File: src/rtl/shift_rs_pkg.sv
// Shared types for the shift reservation station: tags, shift ops, CDB terms,
// operand slots and the station FSM encoding.
package shift_rs_pkg;

    typedef logic [31:0] word32_t;

    // Producer tags; NO_VAL marks an operand whose value is already present.
    typedef enum logic [2:0] {
        NO_VAL  = 3'd0,
        ALU_1   = 3'd1,
        ALU_2   = 3'd2,
        MUL_1   = 3'd3,
        LSU_1   = 3'd4,
        SHIFT_1 = 3'd5,
        BR_1    = 3'd6
    } rs_tag_t;

    // Shift operations; SLLR is the reset/default encoding.
    typedef enum logic [2:0] {
        SLLR = 3'd0,
        SRLR = 3'd1,
        SRAR = 3'd2,
        SLLI = 3'd3,
        SRLI = 3'd4,
        SRAI = 3'd5
    } shift_op_t;

    // One common-data-bus broadcast term.
    typedef struct packed {
        rs_tag_t tag;
        word32_t val;
    } cdb_t;

    // One source operand held by the station.
    typedef struct packed {
        rs_tag_t tag;
        word32_t val;
    } rs_operand_t;

    // Station FSM encoding, kept as plain constants for legacy tooling.
    typedef logic [1:0] rs_state_t;
    localparam rs_state_t EMPTY = 2'd0;
    localparam rs_state_t WAIT  = 2'd1;
    localparam rs_state_t BCAST = 2'd2;

    // Upper bound on the number of CDB terms a station may snoop.
    localparam int MAX_CDB = 4;

    // A CDB term satisfies a waiting operand when it carries that producer's tag.
    // A NO_VAL term is an idle bus and never matches.
    function automatic logic cdb_match(cdb_t term, rs_tag_t tag);
        return (term.tag != NO_VAL) && (term.tag == tag);
    endfunction

endpackage

File: src/rtl/shift_rs_if.sv
// Dispatch-to-station issue handshake.
// Handshake: the dispatcher holds issue_valid_i and the payload steady; a uop
// transfers on a rising clk_i edge where issue_valid_i && issue_ready_o.
// issue_ready_o does not depend on issue_valid_i.
interface shift_rs_if;
    import shift_rs_pkg::*;

    logic      issue_valid_i;
    logic      issue_ready_o;
    shift_op_t issue_op_i;
    rs_tag_t   issue_rs1_tag_i;
    rs_tag_t   issue_rs2_tag_i;
    word32_t   issue_rs1_val_i;
    word32_t   issue_rs2_val_i;

    // Dispatch side.
    modport master (
        output issue_valid_i,
        output issue_op_i,
        output issue_rs1_tag_i,
        output issue_rs2_tag_i,
        output issue_rs1_val_i,
        output issue_rs2_val_i,
        input  issue_ready_o
    );

    // Reservation station side.
    modport slave (
        input  issue_valid_i,
        input  issue_op_i,
        input  issue_rs1_tag_i,
        input  issue_rs2_tag_i,
        input  issue_rs1_val_i,
        input  issue_rs2_val_i,
        output issue_ready_o
    );

endinterface

File: src/rtl/shift_rs_operand_slot.sv
// One source-operand slot: loads at dispatch (taking a same-cycle CDB value
// when the producer is broadcasting right now), then snoops the CDB until its
// value arrives. Lower CDB indices win when several terms match.
module rs_operand_slot
    import shift_rs_pkg::*;
#(
    parameter int NUM_CDB = 1
) (
    input  logic    clk_i,
    input  logic    rst_i,
    input  logic    flush_i,
    input  logic    load_i,
    input  rs_tag_t load_tag_i,
    input  word32_t load_val_i,
    input  cdb_t    cdb_i [NUM_CDB],
    output word32_t val_o,
    output logic    ready_o
);

    rs_operand_t entry_q;
    logic        load_hit;
    word32_t     load_hit_val;
    logic        snoop_hit;
    word32_t     snoop_val;

    // Priority search over the CDB for the dispatch tag and the held tag; the
    // descending walk lets the lowest matching index overwrite last.
    always_comb begin
        load_hit     = 1'b0;
        load_hit_val = '0;
        snoop_hit    = 1'b0;
        snoop_val    = '0;
        for (int k = NUM_CDB - 1; k >= 0; k--) begin
            if (cdb_match(cdb_i[k], load_tag_i)) begin
                load_hit     = 1'b1;
                load_hit_val = cdb_i[k].val;
            end
            if (cdb_match(cdb_i[k], entry_q.tag)) begin
                snoop_hit = 1'b1;
                snoop_val = cdb_i[k].val;
            end
        end
    end

    // Slot register: clear on reset/flush, load on accept, else capture a match.
    always_ff @(posedge clk_i) begin
        if (rst_i || flush_i) begin
            entry_q <= '{tag: NO_VAL, val: '0};
        end else if (load_i) begin
            if (load_hit) begin
                entry_q <= '{tag: NO_VAL, val: load_hit_val};
            end else begin
                entry_q <= '{tag: load_tag_i, val: load_val_i};
            end
        end else if (snoop_hit) begin
            entry_q <= '{tag: NO_VAL, val: snoop_val};
        end
    end

    assign val_o   = entry_q.val;
    assign ready_o = (entry_q.tag == NO_VAL);

endmodule

File: src/rtl/shift_rs.sv
// Single-entry reservation station in front of one shifter. Holds a uop until
// both operands are present, fires the shifter for one cycle, then keeps the
// tag reserved through the shifter's broadcast cycle.
module shift_rs
    import shift_rs_pkg::*;
#(
    parameter rs_tag_t TAG     = SHIFT_1,
    parameter int      NUM_CDB = 1
) (
    input  logic             clk_i,
    input  logic             rst_i,
    input  logic             flush_i,
    shift_rs_if.slave        issue,
    input  cdb_t             cdb_i [NUM_CDB],
    output shift_op_t        oper_o,
    output word32_t          rs1_val_o,
    output word32_t          rs2_val_o,
    output logic             fire_o,
    output logic             busy_o,
    output rs_state_t        state_o
);

    // The station broadcasts under TAG, so it cannot be the "value present" tag.
    if (NUM_CDB < 1 || NUM_CDB > MAX_CDB || TAG == NO_VAL) begin : g_param_check
        $error("shift_rs: bad parameters (NUM_CDB out of range or TAG is NO_VAL)");
    end

    rs_state_t state_q;
    rs_state_t state_d;
    shift_op_t op_q;
    logic      accept;
    logic      fire;
    logic      rs1_ready;
    logic      rs2_ready;

    // Flush squashes any same-cycle dispatch.
    assign issue.issue_ready_o = (state_q == EMPTY) || (state_q == BCAST);
    assign accept = issue.issue_valid_i && issue.issue_ready_o && !flush_i;

    // Operands captured at an edge are visible here only from the next cycle,
    // so there is no CDB-to-fire combinational path.
    assign fire = (state_q == WAIT) && rs1_ready && rs2_ready && !flush_i && !rst_i;

    rs_operand_slot #(.NUM_CDB(NUM_CDB)) u_rs1 (
        .clk_i      (clk_i),
        .rst_i      (rst_i),
        .flush_i    (flush_i),
        .load_i     (accept),
        .load_tag_i (issue.issue_rs1_tag_i),
        .load_val_i (issue.issue_rs1_val_i),
        .cdb_i      (cdb_i),
        .val_o      (rs1_val_o),
        .ready_o    (rs1_ready)
    );

    rs_operand_slot #(.NUM_CDB(NUM_CDB)) u_rs2 (
        .clk_i      (clk_i),
        .rst_i      (rst_i),
        .flush_i    (flush_i),
        .load_i     (accept),
        .load_tag_i (issue.issue_rs2_tag_i),
        .load_val_i (issue.issue_rs2_val_i),
        .cdb_i      (cdb_i),
        .val_o      (rs2_val_o),
        .ready_o    (rs2_ready)
    );

    // Next state: flush empties the station; BCAST can take a new uop directly.
    always_comb begin
        state_d = state_q;
        if (flush_i) begin
            state_d = EMPTY;
        end else begin
            case (state_q)
                EMPTY:   if (accept) state_d = WAIT;
                WAIT:    if (fire)   state_d = BCAST;
                BCAST:   state_d = accept ? WAIT : EMPTY;
                default: state_d = EMPTY;
            endcase
        end
    end

    // State and op registers.
    always_ff @(posedge clk_i) begin
        if (rst_i) begin
            state_q <= EMPTY;
            op_q    <= SLLR;
        end else begin
            state_q <= state_d;
            if (accept) begin
                op_q <= issue.issue_op_i;
            end
        end
    end

    assign oper_o  = op_q;
    assign fire_o  = fire;
    assign busy_o  = (state_q != EMPTY);
    assign state_o = state_q;

endmodule

File: src/flat_wrapper.sv
// flat-port wrapper written by rule: the top's interface ports become plain ports
module shift_rs_flat import shift_rs_pkg::*;
#(
    parameter rs_tag_t TAG     = SHIFT_1,
    parameter int      NUM_CDB = 1
)
  (clk_i, rst_i, flush_i, cdb_i, oper_o, rs1_val_o, rs2_val_o, fire_o, busy_o, state_o, issue_issue_valid_i, issue_issue_op_i, issue_issue_rs1_tag_i, issue_issue_rs2_tag_i, issue_issue_rs1_val_i, issue_issue_rs2_val_i, issue_issue_ready_o);
  shift_rs_if issue_i ();
  input  logic clk_i;
  input  logic rst_i;
  input  logic flush_i;
  input  cdb_t cdb_i[NUM_CDB];
  output shift_op_t oper_o;
  output word32_t rs1_val_o;
  output word32_t rs2_val_o;
  output logic fire_o;
  output logic busy_o;
  output rs_state_t state_o;
  input wire logic [$bits(issue_i.issue_valid_i)-1:0] issue_issue_valid_i;
  input wire logic [$bits(issue_i.issue_op_i)-1:0] issue_issue_op_i;
  input wire logic [$bits(issue_i.issue_rs1_tag_i)-1:0] issue_issue_rs1_tag_i;
  input wire logic [$bits(issue_i.issue_rs2_tag_i)-1:0] issue_issue_rs2_tag_i;
  input wire logic [$bits(issue_i.issue_rs1_val_i)-1:0] issue_issue_rs1_val_i;
  input wire logic [$bits(issue_i.issue_rs2_val_i)-1:0] issue_issue_rs2_val_i;
  output wire logic [$bits(issue_i.issue_ready_o)-1:0] issue_issue_ready_o;
  assign issue_i.issue_valid_i = issue_issue_valid_i;
  assign issue_i.issue_op_i = issue_issue_op_i;
  assign issue_i.issue_rs1_tag_i = issue_issue_rs1_tag_i;
  assign issue_i.issue_rs2_tag_i = issue_issue_rs2_tag_i;
  assign issue_i.issue_rs1_val_i = issue_issue_rs1_val_i;
  assign issue_i.issue_rs2_val_i = issue_issue_rs2_val_i;
  assign issue_issue_ready_o = issue_i.issue_ready_o;
  shift_rs #(.TAG(TAG), .NUM_CDB(NUM_CDB)) u_core (.clk_i(clk_i), .rst_i(rst_i), .flush_i(flush_i), .issue(issue_i), .cdb_i(cdb_i), .oper_o(oper_o), .rs1_val_o(rs1_val_o), .rs2_val_o(rs2_val_o), .fire_o(fire_o), .busy_o(busy_o), .state_o(state_o));
endmodule
File: config.mk
export PLATFORM = sky130hd
export DESIGN_NAME = shift_rs_flat
export DESIGN_NICKNAME = d
export VERILOG_FILES = /design/src/rtl/shift_rs_pkg.sv /design/src/rtl/shift_rs_if.sv /design/src/rtl/shift_rs_operand_slot.sv /design/src/rtl/shift_rs.sv /design/src/flat_wrapper.sv
export SDC_FILE = /design/constraint.sdc
export NUM_CORES = 1
export LEC_CHECK = 0
export ABC_AREA = 1
export BUFFER_PORTS_ARGS = -buffer_cell sky130_fd_sc_hd__buf_2
export CAP_MARGIN = 25
export CORE_MARGIN = 1.5
export CORE_UTILIZATION = 23
export CTS_BUF_LIST = sky130_fd_sc_hd__clkbuf_16
export CTS_CLUSTER_SIZE = 28
export DETAILED_ROUTE_END_ITERATION = 10
export SLEW_MARGIN = 20
export SYNTH_ARGS = -nofsm -noshare
export SYNTH_HDL_FRONTEND = slang
export SYNTH_SLANG_ARGS = --single-unit
export TNS_END_PERCENT = 1
File: constraint.sdc
create_clock -name clk_i -period 1.9 [get_ports clk_i]
set_input_delay 0.475 -clock clk_i [delete_from_list [all_inputs] [get_ports clk_i]]
set_output_delay 0.475 -clock clk_i [all_outputs]
set_load 0.1 [all_outputs]
==> impl_metrics.yaml, run 1 <==
routing:
  drt_iter0_drc: 446
  ant_nets: 0
  wire_per_inst_um: 14.6
  wl_um: 20400
  met1_length_um: 8910
  firstDrtPassIters: 5
  routed-wl-met2_um: 9420
  drc: 0
  routed.top_layer: "met4"
  vias_per_cell: 4.54
  wl_met3_um: 1460
  via_count: 6321
power_and_ir_drop:
  total_power_mw: 4.77
  vdd_ir_drop_max_mv: 0.335
  leakagePower_nw: 3.58
  power_density_nw_per_um2: 686
floorplan:
  die_w_um: 159
  dieArea_um2: 25300
  fp-row-count: 56
  die_y_um: 159
  start_util_pct: 23.7
  core-area_um2: 23700
  io-pin-count: 184
cells_and_area:
  final_nets: 1178
  multi_input_area_um2: 2870
  final_layout_size_suffix_gt1_share_pct: 28.1
  seqCellArea_um2: 1510
  synthToLayoutAreaGrowth_pct: 24.0
  design_area_um2: 6950
  fillers: 2718
timing:
  fin_skew_ns: 0.00883
  finalCritPeriodShare_pct: 98.4
  fmax_mhz: 535
  setup_ws_ns: 0.0310
  maxSlewHeadroom_pct: 64.1
  hold_viol: 0
  slew_violations: 0
  finalSetupViolCount: 0
  period_needed_ns: 1.87
  finalSetupTns_ns: 0
  tightestPinTransition_ns: 0.542
  rsz0062_at_grt: "true"
min_path:
  min_path_cells: 2
  hp-class: "in2reg"
clock_tree:
  cts_root_buf: "clkbuf_16"
  postCtsHoldBufs: 0
  insertion_delay_ns: 0.35
  htree_num_levels: 3
  cts_tree: "built"
  cts_buffers: 9
  clk_pin_slew_ns: 0.07
  clock-sinks: 75
  clockBufferDepth: 2
global_routing:
  grt_first_pass_wirelength_um: 31900
  grt.total_usage_pct: 15.9
  antenna_found_initial: 2
  grt_overflow: 0
  grt_pass1_vias: 5896
  grt_max_degree: 57
synth:
  syn-instance-count: 956
  async_flop_share_pct: 0
  synth-seq-cells: 75
  synth_top_area_cell: "dfxtp_1"
  seq_area_frac_synth_pct: 26.8
  syn_area_per_cell_um2: 5.86
  synth_enable_flop_cells: 0
  synthTopCellsByCount: "229 x nand3_1, 190 x nand2_1, 155 x nor2_1, 83 x inv_1, 75 x dfxtp_1"
  synth_top_cell_area_share_pct: 26.8
  synthMostInstantiatedCell: "nand3_1"
  synth_nets: 1068
  yosys-top-cells-area: "dfxtp_1 27%, nand3_1 20%, nand2_1 13%"
  synth_cell_type_count: 22
  netlist_area_um2: 5610
  ys.warnings.count: 0
  synth_top_flop_cell: "dfxtp_1"
setup_path:
  cp.required_ns: 1.42
  path_depth: 4
  cp.arrival_ns: 1.39
  cp_max_fo: 2
  endpoint_kind: "output pin"
  path_class: "reg2out"
  critical_path_buf_inv_count: 2
  path_delay_family: "simple AND/OR/NAND/NOR gates"
  r2r_cells: 9
  critPathMaxStageDelay_ns: 0.33
  start_kind: "flop"
  path_cells: "inv_2 > nand4_1 > nor4_4 > buf_12"
  cp_slowest_cell: "dfxtp_2"
run:
  maxCapViolations: 0
placed_design:
  place_ws_ns: 0.0625
  dp.final_hpwl_um: 14500
  portBuffers: 183
  placement.cell_area_um2: 6630
  place.gp.congestion: 0.838
run_status:
  outcome: "finished, final reports clean"
-- flip-flops by register name, summed over array words and instances, names as in the netlist --
name,count
u_core.state_o,2
u_core.u_rs1.entry_q,3
u_core.u_rs1.val_o,32
u_core.oper_o,3
u_core.u_rs2.val_o,32
u_core.u_rs2.entry_q,3
-- cell families after synthesis --
logic type | after synthesis | synth area share (%)
AOI/OAI and AO/OA | 48 | 4.33
buffers and inverters | 242 | 22.7
DFF | 75 | 26.8
and+or+nand+nor | 591 | 46.2
-- path summary, 6_finish.rpt --
| kind | from | endpoint | slack [ns] |
|---|---|---|---|
| worst min register to register | u_core.oper_o[2] | u_core.oper_o[2] | 0.46 |
| worst min-delay path | rst_i | u_core.oper_o[2] | 0.38 |
| worst max-delay path | u_core.u_rs2.entry_q[33] | fire_o | 0.03 |
| worst max register to register | u_core.state_o[0] | u_core.u_rs1.val_o[10] | 0.37 |
-- stage by stage --
stage	cells	hold slack, ns	util (%)
6_report	1392	0.376	29.4
5_1_grt	1392	0.384	29.4
4_1_cts	1389	0.365	29.3
2_1_floorplan	956	0.453	-
3_5_place_dp	1369	0.453	28.0
3_3_place_gp	1369	0.449	28.0
-- placed cells by master (no fill, tap or decap), drive strengths merged, types with 2 or more instances in the layout --
| master | count |
|---|---|
| nand3 | 229 |
| buf | 225 |
| nand2 | 195 |
| nor2 | 163 |
| inv | 115 |
| dfxtp | 75 |
| a21oi | 46 |
| clkbuf | 9 |
| clkinv | 5 |
| clkinvlp | 3 |
| diode | 2 |
| nor4 | 2 |
-- power breakdown --
group	leakage, nW	total (mW)	switching (mW)	internal [mW]
Combinational	2.84	1.49	1.06	0.433
Sequential	0.613	1.66	0.0328	1.62
Clock	0.128	1.62	0.743	0.879
-- worst reg2reg max path: stages, from the launching register on --
cell and delay [ns]:
dfxtp_4 0.40, inv_12 0.04, nand2_1 0.09, nor2_4 0.07, inv_2 0.05, buf_4 0.40
nand3_1 0.19, nand2_1 0.09, inv_2 0.03, a21oi_1 0.11
-- cell type report --
class,count,area share (%)
multi-input combinational,639,41.3
sequential,75,21.8
timing repair buffer,225,20.8
inverter,116,6.44
tap,319,5.74
clock buffer,9,3.24
clock inverter,7,0.630
antenna,2,0.0720
-- layer usage --
metal | vias up | global-route usage (%)
li1 | 3162 | -
met1 | 2875 | 20.1
met2 | 254 | 26.0
met3 | 30 | 3.91
met4 | 0 | 6.17
met5 | - | 0
-- timing repair --
action,CTS,global route
buffers inserted,4,1
setup endpoints to repair,1,1
pin swaps,3,1
resized for setup,9,1
(Power assumes the default switching activity.)
==> run 2: changes to the inputs <==
--- a/constraint.sdc
+++ b/constraint.sdc
@@ -3,2 +3,2 @@
 set_output_delay 0.475 -clock clk_i [all_outputs]
-set_load 0.1 [all_outputs]
+set_load 0.005 [all_outputs]
==> run 2 against run 1 <==
Maximum frequency is 4.0% higher. Cell area down 0.92%. Die area stayed put. Highest routed layer unchanged. Cell count is 0.79% lower. Critical path depth unchanged. Wire length is 1.5% lower. Non-clock buffer count shrank 9. Register-to-register slack worse by 0.03 ns.
==> impl_metrics.yaml, run 2 (synthesis results as in run 1) <==
run_status:
  outcome: "finished, final reports clean"
timing:
  whs_ns: 0.363
  slew_violations: 0
  rsz0062_at_grt: "false"
  tightestPinTransition_ns: 0.374
  maxSlewHeadroom_pct: 75.1
  finalCritPeriodShare_pct: 94.6
  period_needed_ns: 1.80
  fin_skew_ns: 0.00947
  hold_viol: 0
  finalSetupViolCount: 0
  fmax_mhz: 557
  finalSetupTns_ns: 0
clock_tree:
  htree_num_levels: 3
  postCtsSetupBuffers: 0
  clockBufferDepth: 2
  cts_root_buf: "clkbuf_16"
  clock-sinks: 75
  postCtsHoldBufs: 0
  post_cts_resized: 0
  insertion_delay_ns: 0.34
  cts_tree: "built"
  cts_buffers: 9
  clk_pin_slew_ns: 0.06
cells_and_area:
  final_common_cell: "nand3_1"
  synthToLayoutAreaGrowth_pct: 22.9
  final_layout_size_suffix_gt1_share_pct: 25.9
  final_nets: 1169
  seqCellArea_um2: 1500
  multi_input_area_um2: 2850
  diodes: 0
  final_cell_mix: "229 x nand3_1, 190 x nand2_1, 183 x buf_2, 155 x nor2_1, 84 x inv_1"
  fillers: 2740
routing:
  firstDrtPassIters: 5
  ant_nets: 0
  drt_iter0_drc: 472
  via_count: 6234
  wire_per_inst_um: 14.5
  wl_um: 20100
  drc: 0
  vias_per_cell: 4.51
floorplan:
  core-area_um2: 23700
  start_util_pct: 23.7
  fp-row-count: 56
  dieArea_um2: 25300
  die_w_um: 159
  die_y_um: 159
  io-pin-count: 184
global_routing:
  grt_first_pass_wirelength_um: 31600
  grt.total_usage_pct: 15.8
  grt_pass1_vias: 5938
  grt_overflow: 0
  antenna_found_initial: 0
  grt_max_degree: 71
setup_path:
  path_class: "reg2out"
  endpoint_kind: "output pin"
  path_delay_family: "simple AND/OR/NAND/NOR gates"
  cp_slowest_cell: "dfxtp_1"
  critical_path_buf_inv_count: 2
  cp.arrival_ns: 1.32
  cp.required_ns: 1.42
  cp_max_fo: 3
  critPathMaxStageDelay_ns: 0.33
  start_kind: "flop"
  path_cells: "inv_1 > nand4_1 > nor4_1 > buf_2"
placed_design:
  dp.final_hpwl_um: 14400
  place.gp.congestion: 0.850
  portBuffers: 183
power_and_ir_drop:
  vdd_ir_drop_max_mv: 0.310
  total_power_mw: 4.74
  leakagePower_nw: 3.57
  power_density_nw_per_um2: 688
min_path:
  hp-class: "in2reg"
run:
  maxCapViolations: 0
-- run 2: cell count changes in the layout (fill, tap and decap cells not counted), moves of 2 or more --
cell,previous run,this run
nor2_1,153,155
inv_1,80,84
clkinvlp_4,3,0
dfxtp_2,7,0
bufinv_16,0,3
inv_2,33,31
buf_4,26,16
dfxtp_1,67,75
diode_2,2,0
-- run 2: power breakdown --
part | internal, mW | total, mW | leakage (nW) | switching (mW)
clock | 1.27 | 1.98 | 0.168 | 0.709
sequential | 1.63 | 1.66 | 0.609 | 0.0309
combinational | 0.419 | 1.10 | 2.79 | 0.682
-- run 2: final timing paths --
kind / start / end / slack, ns / depth (start not counted)
worst max register to register: u_core.state_o[0] / u_core.u_rs2.val_o[11] / 0.34 / 9
worst min register to register: u_core.oper_o[2] / u_core.oper_o[2] / 0.46 / 2
worst max-delay path: u_core.u_rs2.entry_q[33] / fire_o / 0.10 / 4
worst min-delay path: rst_i / u_core.oper_o[2] / 0.36 / 2
-- run 2: final cells by class --
class,instances,area share [%]
Inverter,116,6.32
Multi-Input combinational cell,639,41.3
Clock inverter,7,1.56
Sequential cell,75,21.8
Timing Repair Buffer,216,20.0
Tap cell,319,5.79
Clock buffer,9,3.27
-- run 2: layer usage --
| metal | up-vias | global-route usage [%] | part of all wire [%] |
|---|---|---|---|
| li1 | 3141 | - | - |
| met1 | 2804 | 19.8 | 44 |
| met2 | 254 | 26.1 | 47 |
| met3 | 35 | 3.78 | 6.8 |
| met4 | 0 | 5.79 | 2.6 |
| met5 | - | 0 | 0 |
-- run 2: per-stage QoR --
stage | util [%] | cells | worst slack (ns) | area (µm²)
6_report | 29.1 | 1381 | 0.103 | 6890
3_3_place_gp | 27.7 | 1365 | 0.147 | 6560
3_5_place_dp | 27.7 | 1365 | 0.122 | 6560
2_1_floorplan | - | 956 | 0.300 | 5610
4_1_cts | 29.1 | 1381 | 0.0879 | 6890
5_1_grt | 29.1 | 1381 | 0.0313 | 6890
